===== src/rtl/cpu_pkg.sv =====
// Shared datapath constants and types for the register file.
// REG_FILE_WRITE_BYPASS_EN enables same-cycle write-through forwarding on reads.
package cpu_pkg;

   localparam int DATA_W_DEFAULT = 32;
   localparam int ADDR_W_DEFAULT = 5;

   typedef logic [4:0]  reg_addr_t;
   typedef logic [31:0] reg_data_t;

   localparam reg_addr_t ZERO_REG = 5'd0;

`ifdef REG_FILE_WRITE_BYPASS_EN
   localparam bit WRITE_BYPASS_EN = 1'b1;
`else
   localparam bit WRITE_BYPASS_EN = 1'b0;
`endif

endpackage


===== src/rtl/reg_file_read_port.sv =====
// One combinational read port: register select mux plus optional write forwarding.
// Forwarding is active only when REG_FILE_WRITE_BYPASS_EN is defined (via cpu_pkg).
module reg_file_read_port
   import cpu_pkg::*;
#(
   parameter int DATA_W = DATA_W_DEFAULT,
   parameter int ADDR_W = ADDR_W_DEFAULT
) (
   input  logic [DATA_W-1:0] regs [2**ADDR_W],
   input  logic [ADDR_W-1:0] read_addr,
   input  logic              write_en,
   input  logic [ADDR_W-1:0] write_addr,
   input  logic [DATA_W-1:0] write_data,
   output logic [DATA_W-1:0] read_data
);

   logic bypass_hit;

   // Register 0 is never forwarded so it keeps reading as zero.
   always_comb begin
      bypass_hit = WRITE_BYPASS_EN && write_en && (write_addr == read_addr)
                   && (write_addr != ADDR_W'(ZERO_REG));
      read_data  = bypass_hit ? write_data : regs[read_addr];
   end

endmodule


===== src/rtl/reg_file.sv =====
// 2**ADDR_W x DATA_W register file: two combinational read ports, one synchronous write port, r0 hardwired to zero.
// Define REG_FILE_WRITE_BYPASS_EN to forward write data to matching reads in the same cycle.
module reg_file
   import cpu_pkg::*;
#(
   parameter int DATA_W = DATA_W_DEFAULT,
   parameter int ADDR_W = ADDR_W_DEFAULT
) (
   input  logic              clk,
   input  logic              rst_n,
   input  logic [ADDR_W-1:0] readAddress0,
   input  logic [ADDR_W-1:0] readAddress1,
   input  logic [ADDR_W-1:0] writeAddress,
   input  logic [DATA_W-1:0] writeData,
   input  logic              writeEnable,
   output logic [DATA_W-1:0] readData0,
   output logic [DATA_W-1:0] readData1
);

   localparam int NUM_REGS = 2**ADDR_W;

   logic [DATA_W-1:0] regs_q [NUM_REGS];
   logic [DATA_W-1:0] regs_d [NUM_REGS];

   // Writes to r0 are dropped, so r0 stays at its reset value of zero.
   always_comb begin
      regs_d = regs_q;
      if (writeEnable && (writeAddress != ADDR_W'(ZERO_REG))) begin
         regs_d[writeAddress] = writeData;
      end
   end

   always_ff @(posedge clk or negedge rst_n) begin
      if (!rst_n) begin
         for (int i = 0; i < NUM_REGS; i++) begin
            regs_q[i] <= '0;
         end
      end else begin
         regs_q <= regs_d;
      end
   end

   reg_file_read_port #(
      .DATA_W (DATA_W),
      .ADDR_W (ADDR_W)
   ) u_read_port0 (
      .regs       (regs_q),
      .read_addr  (readAddress0),
      .write_en   (writeEnable),
      .write_addr (writeAddress),
      .write_data (writeData),
      .read_data  (readData0)
   );

   reg_file_read_port #(
      .DATA_W (DATA_W),
      .ADDR_W (ADDR_W)
   ) u_read_port1 (
      .regs       (regs_q),
      .read_addr  (readAddress1),
      .write_en   (writeEnable),
      .write_addr (writeAddress),
      .write_data (writeData),
      .read_data  (readData1)
   );

endmodule


===== config.mk =====
export PLATFORM = sky130hd
export DESIGN_NAME = reg_file
export DESIGN_NICKNAME = d
export VERILOG_FILES = /design/src/rtl/cpu_pkg.sv /design/src/rtl/reg_file_read_port.sv /design/src/rtl/reg_file.sv
export SDC_FILE = /design/constraint.sdc
export NUM_CORES = 2
export LEC_CHECK = 0
export CAP_MARGIN = 20
export CORE_AREA = 2 2 341 343
export CTS_CLUSTER_SIZE = 24
export DETAILED_ROUTE_END_ITERATION = 8
export DIE_AREA = 0 0 343 345
export PLACE_DENSITY_LB_ADDON = 0.2
export REMOVE_ABC_BUFFERS = 1
export SLEW_MARGIN = 40
export SYNTH_ARGS = -nofsm -noshare
export SYNTH_HDL_FRONTEND = slang
export SYNTH_HIERARCHICAL = 1
export SYNTH_SLANG_ARGS = --single-unit

===== constraint.sdc =====
create_clock -name clk -period 1.65 [get_ports clk]
set_input_delay 0.33 -clock clk [delete_from_list [all_inputs] [get_ports clk]]
set_output_delay 0.33 -clock clk [all_outputs]
set_load 0.01 [all_outputs]

# Word-level counts from Yosys, hierarchy flattened
# Index checks and enable logic that the tools add are counted.
# W data, S select, Z words.
# classes
n_reduce_logical,3
mux,9
bitwise,3
n_lt_le_gt_ge,4
# ops
cell,n
$bwmux W1024,1
$bmux W32 S5,2
$demux W32 S5,1
$mux W32,5
$ge A6 B6 Y1 const B,3
$not A5 Y6,3
$lt A6 B1 Y1 const B,1
$reduce_bool A5 Y1,1
$logic_and A1 B1 Y1,2
# totals
wordCells,51
input_bits,50
output_inout_bits,64
ff_bits,1024

# Depth between registers and ports, before layout
# depth
depth_word,6
mapped_depth,8
depth_no_buf,5

# By module
# Netlist, hierarchy kept.
# by_module_without_submodules
mod,cells_each,seq_area_each_um2,area_per_inst_um2,n_inst
reg_file,2287,25624.6,38072.8,1
reg_file_read_port,1158,0.0,8887.3,2

# Worst setup path after synthesis
# No wires, ideal clock.
# synth_path
path_type,input to output
start,in readAddress0[1]
end,out readData0[20]
arrival_ns,1.464
path_buffers,4
setup_slack_ns,-0.144
required_time_ns,1.320
cell_stages,8
path_cell_list,buf_4 buf_6 buf_6 buf_6 mux2i_1 a22oi_1 a31oi_1 nand3_1
# synth_between
elab_chain_len,4
# synth_rtl
item,line,source
"start, declared",reg_file.sv:11,"input logic [ADDR_W-1:0] readAddress0,"
$not A5 Y6 (not written as such),reg_file_read_port.sv:23,read_data = bypass_hit ? write_data : regs[read_addr];
$bmux W32 S5,reg_file_read_port.sv:23,
$mux W32 (not written as such) (2 in series),reg_file_read_port.sv:23,
"end, declared",reg_file.sv:16,"output logic [DATA_W-1:0] readData0,"
# No other way between the ends. The select of a mux whose other input is x is not followed.

# Worst setup path in the final report
# layout_path
start,reg regs_q[917] (netlist bit)
end,out readData1[21]
# layout_between
elab_chain_len,3
# layout_rtl
item,line,source
"start, declared",reg_file.sv:22,logic [DATA_W-1:0] regs_q [NUM_REGS];
"start signal, assigned",reg_file.sv:39,regs_q <= regs_d;
$bmux W32 S5,reg_file_read_port.sv:23,
$mux W32 (not written as such) (2 in series),reg_file_read_port.sv:23,
"end, declared",reg_file.sv:17,output logic [DATA_W-1:0] readData1
# No other way between the ends. The select of a mux whose other input is x is not followed.

==> flow_metrics.tcl <==
set metrics [dict create \
    outcome "complete, but fails checks" \
    violated_checks "setup timing" \
    worst_path_dominant_cell_family "compound AO/OA/AOI/OAI gates" \
    grt_pass1_wl_um 266000 \
    tightestPinTransition_ps 401 \
    avgViaCountPerCell 6.20 \
    grt_util_met2_pct 44.6 \
    cts_inserted_buffers 115 \
    number_of_max_slew_violations_in_the_final_report 0 \
    row_count 125 \
    firstDrtPassIters 6 \
    power.total_uw 76400 \
    nets 4993 \
    critical_path_cell_count 6 \
    gp_congestion 0.848 \
    grt_use_met3_pct 5.08 \
    fmaxAchievable_mhz 406 \
    num_vias 40700 \
    worst-path-buf-inv 1 \
    globalRouteMet1Util_pct 43.4 \
    final-hold-violation-count 0 \
    area_growth_pct 23.4 \
    worst-endpoint-arrival_ps 2130 \
    final.min_clock_period_ps 2460 \
    ys.warnings.count 6 \
    cap_violations 0 \
    worstPathMaxFanout 3 \
    start_util_pct 48.5 \
    largest_register "regs_q" \
    grt_antenna_before_repair 0 \
    antenna-diode-count 0 \
    clockBufferDepth 3 \
    synth_enable_flop_cells 0 \
    power_per_cell_area_nw_per_um2 1110 \
    finish.utilization_pct 59.9 \
    drt_iter0_drc 3447 \
    die_w_um 343 \
    first_global_vias 41300 \
    synth_seq_area_share_pct 45.9 \
    timing.setup.critical_path_class "reg -> out" \
    cts_sinks 1024 \
    cts.reportedPaths.clkPinSlew_ps 60 \
    design.die.area_sq_um 118000 \
    ys.flop_type "sky130_fd_sc_hd__dfrtp_1" \
    grt_setup_unrepaired "true" \
    worst_skew_pair.late_latency_ps 700 \
    async_reset_ff_share_pct 100 \
    dp_hpwl_um 116000 \
    io_pins 114 \
    largest_reg_flops 1024 \
    synth_area_leaders "sky130_fd_sc_hd__dfrtp_1, sky130_fd_sc_hd__mux2_2, sky130_fd_sc_hd__mux2i_1, sky130_fd_sc_hd__a22oi_1, sky130_fd_sc_hd__a22o_1" \
    drive_gt1_share_pct 40.0 \
    die-height_um 345 \
    most_used_layer_global_route "met2" \
    post_drt_wl_per_cell_um 27.0 \
    worst_hold_slack_ps 96.5 \
    reg2regPathDepth 3 \
    ys_seq_elements 1024 \
    setup_viol 64 \
    post-route-period-util_pct 149 \
    grt_start_max_net_pins 65 \
    worst_ep_required_time_ps 1320 \
    final_critical_path_setup_slack_ps -814 \
    synth_largest_area_cell "sky130_fd_sc_hd__dfrtp_1" \
    average_cell_area_after_synthesis_sq_um 12.1 \
    power.leakage_uw 0.0326 \
    post-synth-top-area-fraction_pct 45.9 \
    antenna_left 0 \
    most_frequent_standard_cell_in_the_layout_excluding_fill_and_tap_cells "sky130_fd_sc_hd__dfrtp_1" \
    detailedPlace.worstSlack_ps -1550 \
    timing.critical_path.from_type "register" \
    final_wl_um 177000 \
    worst_path_largest_cell_delay_ps 400 \
    max_slew_headroom_at_the_worst_pin_pct 73.3 \
    grtUsageTotal_pct 29.5 \
    layout.cell_area.non_filler_sq_um 68900 \
    deepest_level_of_the_cts_h_tree 3 \
    syn-instance-count 4603 \
    postPlaceCellArea_sq_um 63100 \
    cpMaxStageDelayCell "sky130_fd_sc_hd__dfrtp_1" \
    cp_cell_sequence "mux2i_1 -> a22o_1 -> nor3_2 -> a31oi_2 -> nand3_2 -> buf_6" \
    fillCellCount 9293 \
    syn-cell-area_sq_um 55800 \
    timing.clock.skew_ps 0 \
    tritoncts "done" \
    kind_of_end_point_of_the_critical_path "output port" \
    power.ir.vdd_worst_mv 0.936 \
    yosys.cell_types.count 29 \
    io_buffers 113 \
    most-common-layout-cells "sky130_fd_sc_hd__dfrtp_1, sky130_fd_sc_hd__mux2i_1, sky130_fd_sc_hd__mux2_2, sky130_fd_sc_hd__buf_4, sky130_fd_sc_hd__buf_12" \
    grt_overflow_total 0 \
    registers_with_the_most_flip_flops "regs_q (1024)" \
    remaining_drc_errors 0 \
    hp-class "in -> async" \
    core_region_area_sq_um 115000 \
    root_buffer "sky130_fd_sc_hd__clkbuf_16" \
]
-- power breakdown --
group / switching, uW / total, uW / leakage, uW / internal [uW]
clock: 10700 / 26600 / 0.00192 / 15900
combinational: 7420 / 16300 / 0.0176 / 8840
sequential: 3600 / 33500 / 0.0131 / 29900
total: 21800 / 76400 / 0.0326 / 54700
-- routing by layer --
layer	vias up	part of all wire [%]
li1	17700	-
met1	21300	46
met2	1409	45
met3	320	6.9
met4	0	2.7
met5	-	0
-- cells in the mapped netlist (all sizes together), types with 4 or more instances --
| cell | n |
|---|---|
| dfrtp | 1024 |
| mux2i | 1024 |
| mux2 | 992 |
| buf | 260 |
| clkbuf | 218 |
| nand2 | 206 |
| nand3 | 196 |
| a21oi | 192 |
| a22oi | 192 |
| a22o | 128 |
| nor3 | 65 |
| a31oi | 64 |
| nor2 | 15 |
| nand2b | 6 |
| nor2b | 4 |
-- worst paths after layout --
path                                         start                      end  slack (ps)
max                        regs_q[917]$_DFFE_PN0P_            readData1[21]        -810
min                                          rst_n  regs_q[869]$_DFFE_PN0P_         100
max reg2reg                regs_q[836]$_DFFE_PN0P_  regs_q[836]$_DFFE_PN0P_         640
min reg2reg                regs_q[996]$_DFFE_PN0P_  regs_q[996]$_DFFE_PN0P_         400
max in group asynchronous                    rst_n  regs_q[929]$_DFFE_PN0P_         740
min in group clk           regs_q[996]$_DFFE_PN0P_  regs_q[996]$_DFFE_PN0P_         400
-- cell families after synthesis --
kind of cell | Yosys count | synth area share, %
multiplexers | 2016 | 38.4
flip-flops | 1024 | 45.9
AO/OA/AOI/OAI | 576 | 7.03
AND/OR/NAND/NOR | 509 | 4.20
buffers and inverters | 478 | 4.53
-- through the flow --
stage          setup TNS, ps  instances
2_1_floorplan        -708680       4125
3_3_place_gp         -645380       6302
3_5_place_dp         -674590       6302
4_1_cts               -45690       6553
5_1_grt               -48170       6563
6_report              -44390       6563
-- layout make-up --
cell class | count | area [sq um] | area share, %
clock buffers | 174 | 3450 | 5.01
well taps | 1524 | 1910 | 2.77
repair buffers | 701 | 8420 | 12.2
multi-input cells | 3101 | 29000 | 42.1
flip-flops and latches | 1024 | 25600 | 37.2
clock inverters | 39 | 480 | 0.697
-- repair_timing --
item / in CTS / in global routing
pin swaps: 168 / 131
gates resized for setup: 488 / 66
hold buffers: 1 / 0
cloned: 10 / 2
hold endpoints to repair: 340 / 0
setup endpoints to repair: 66 / 281
buffers inserted: 38 / 10
Note: power is estimated with default switching activity, not from simulation.
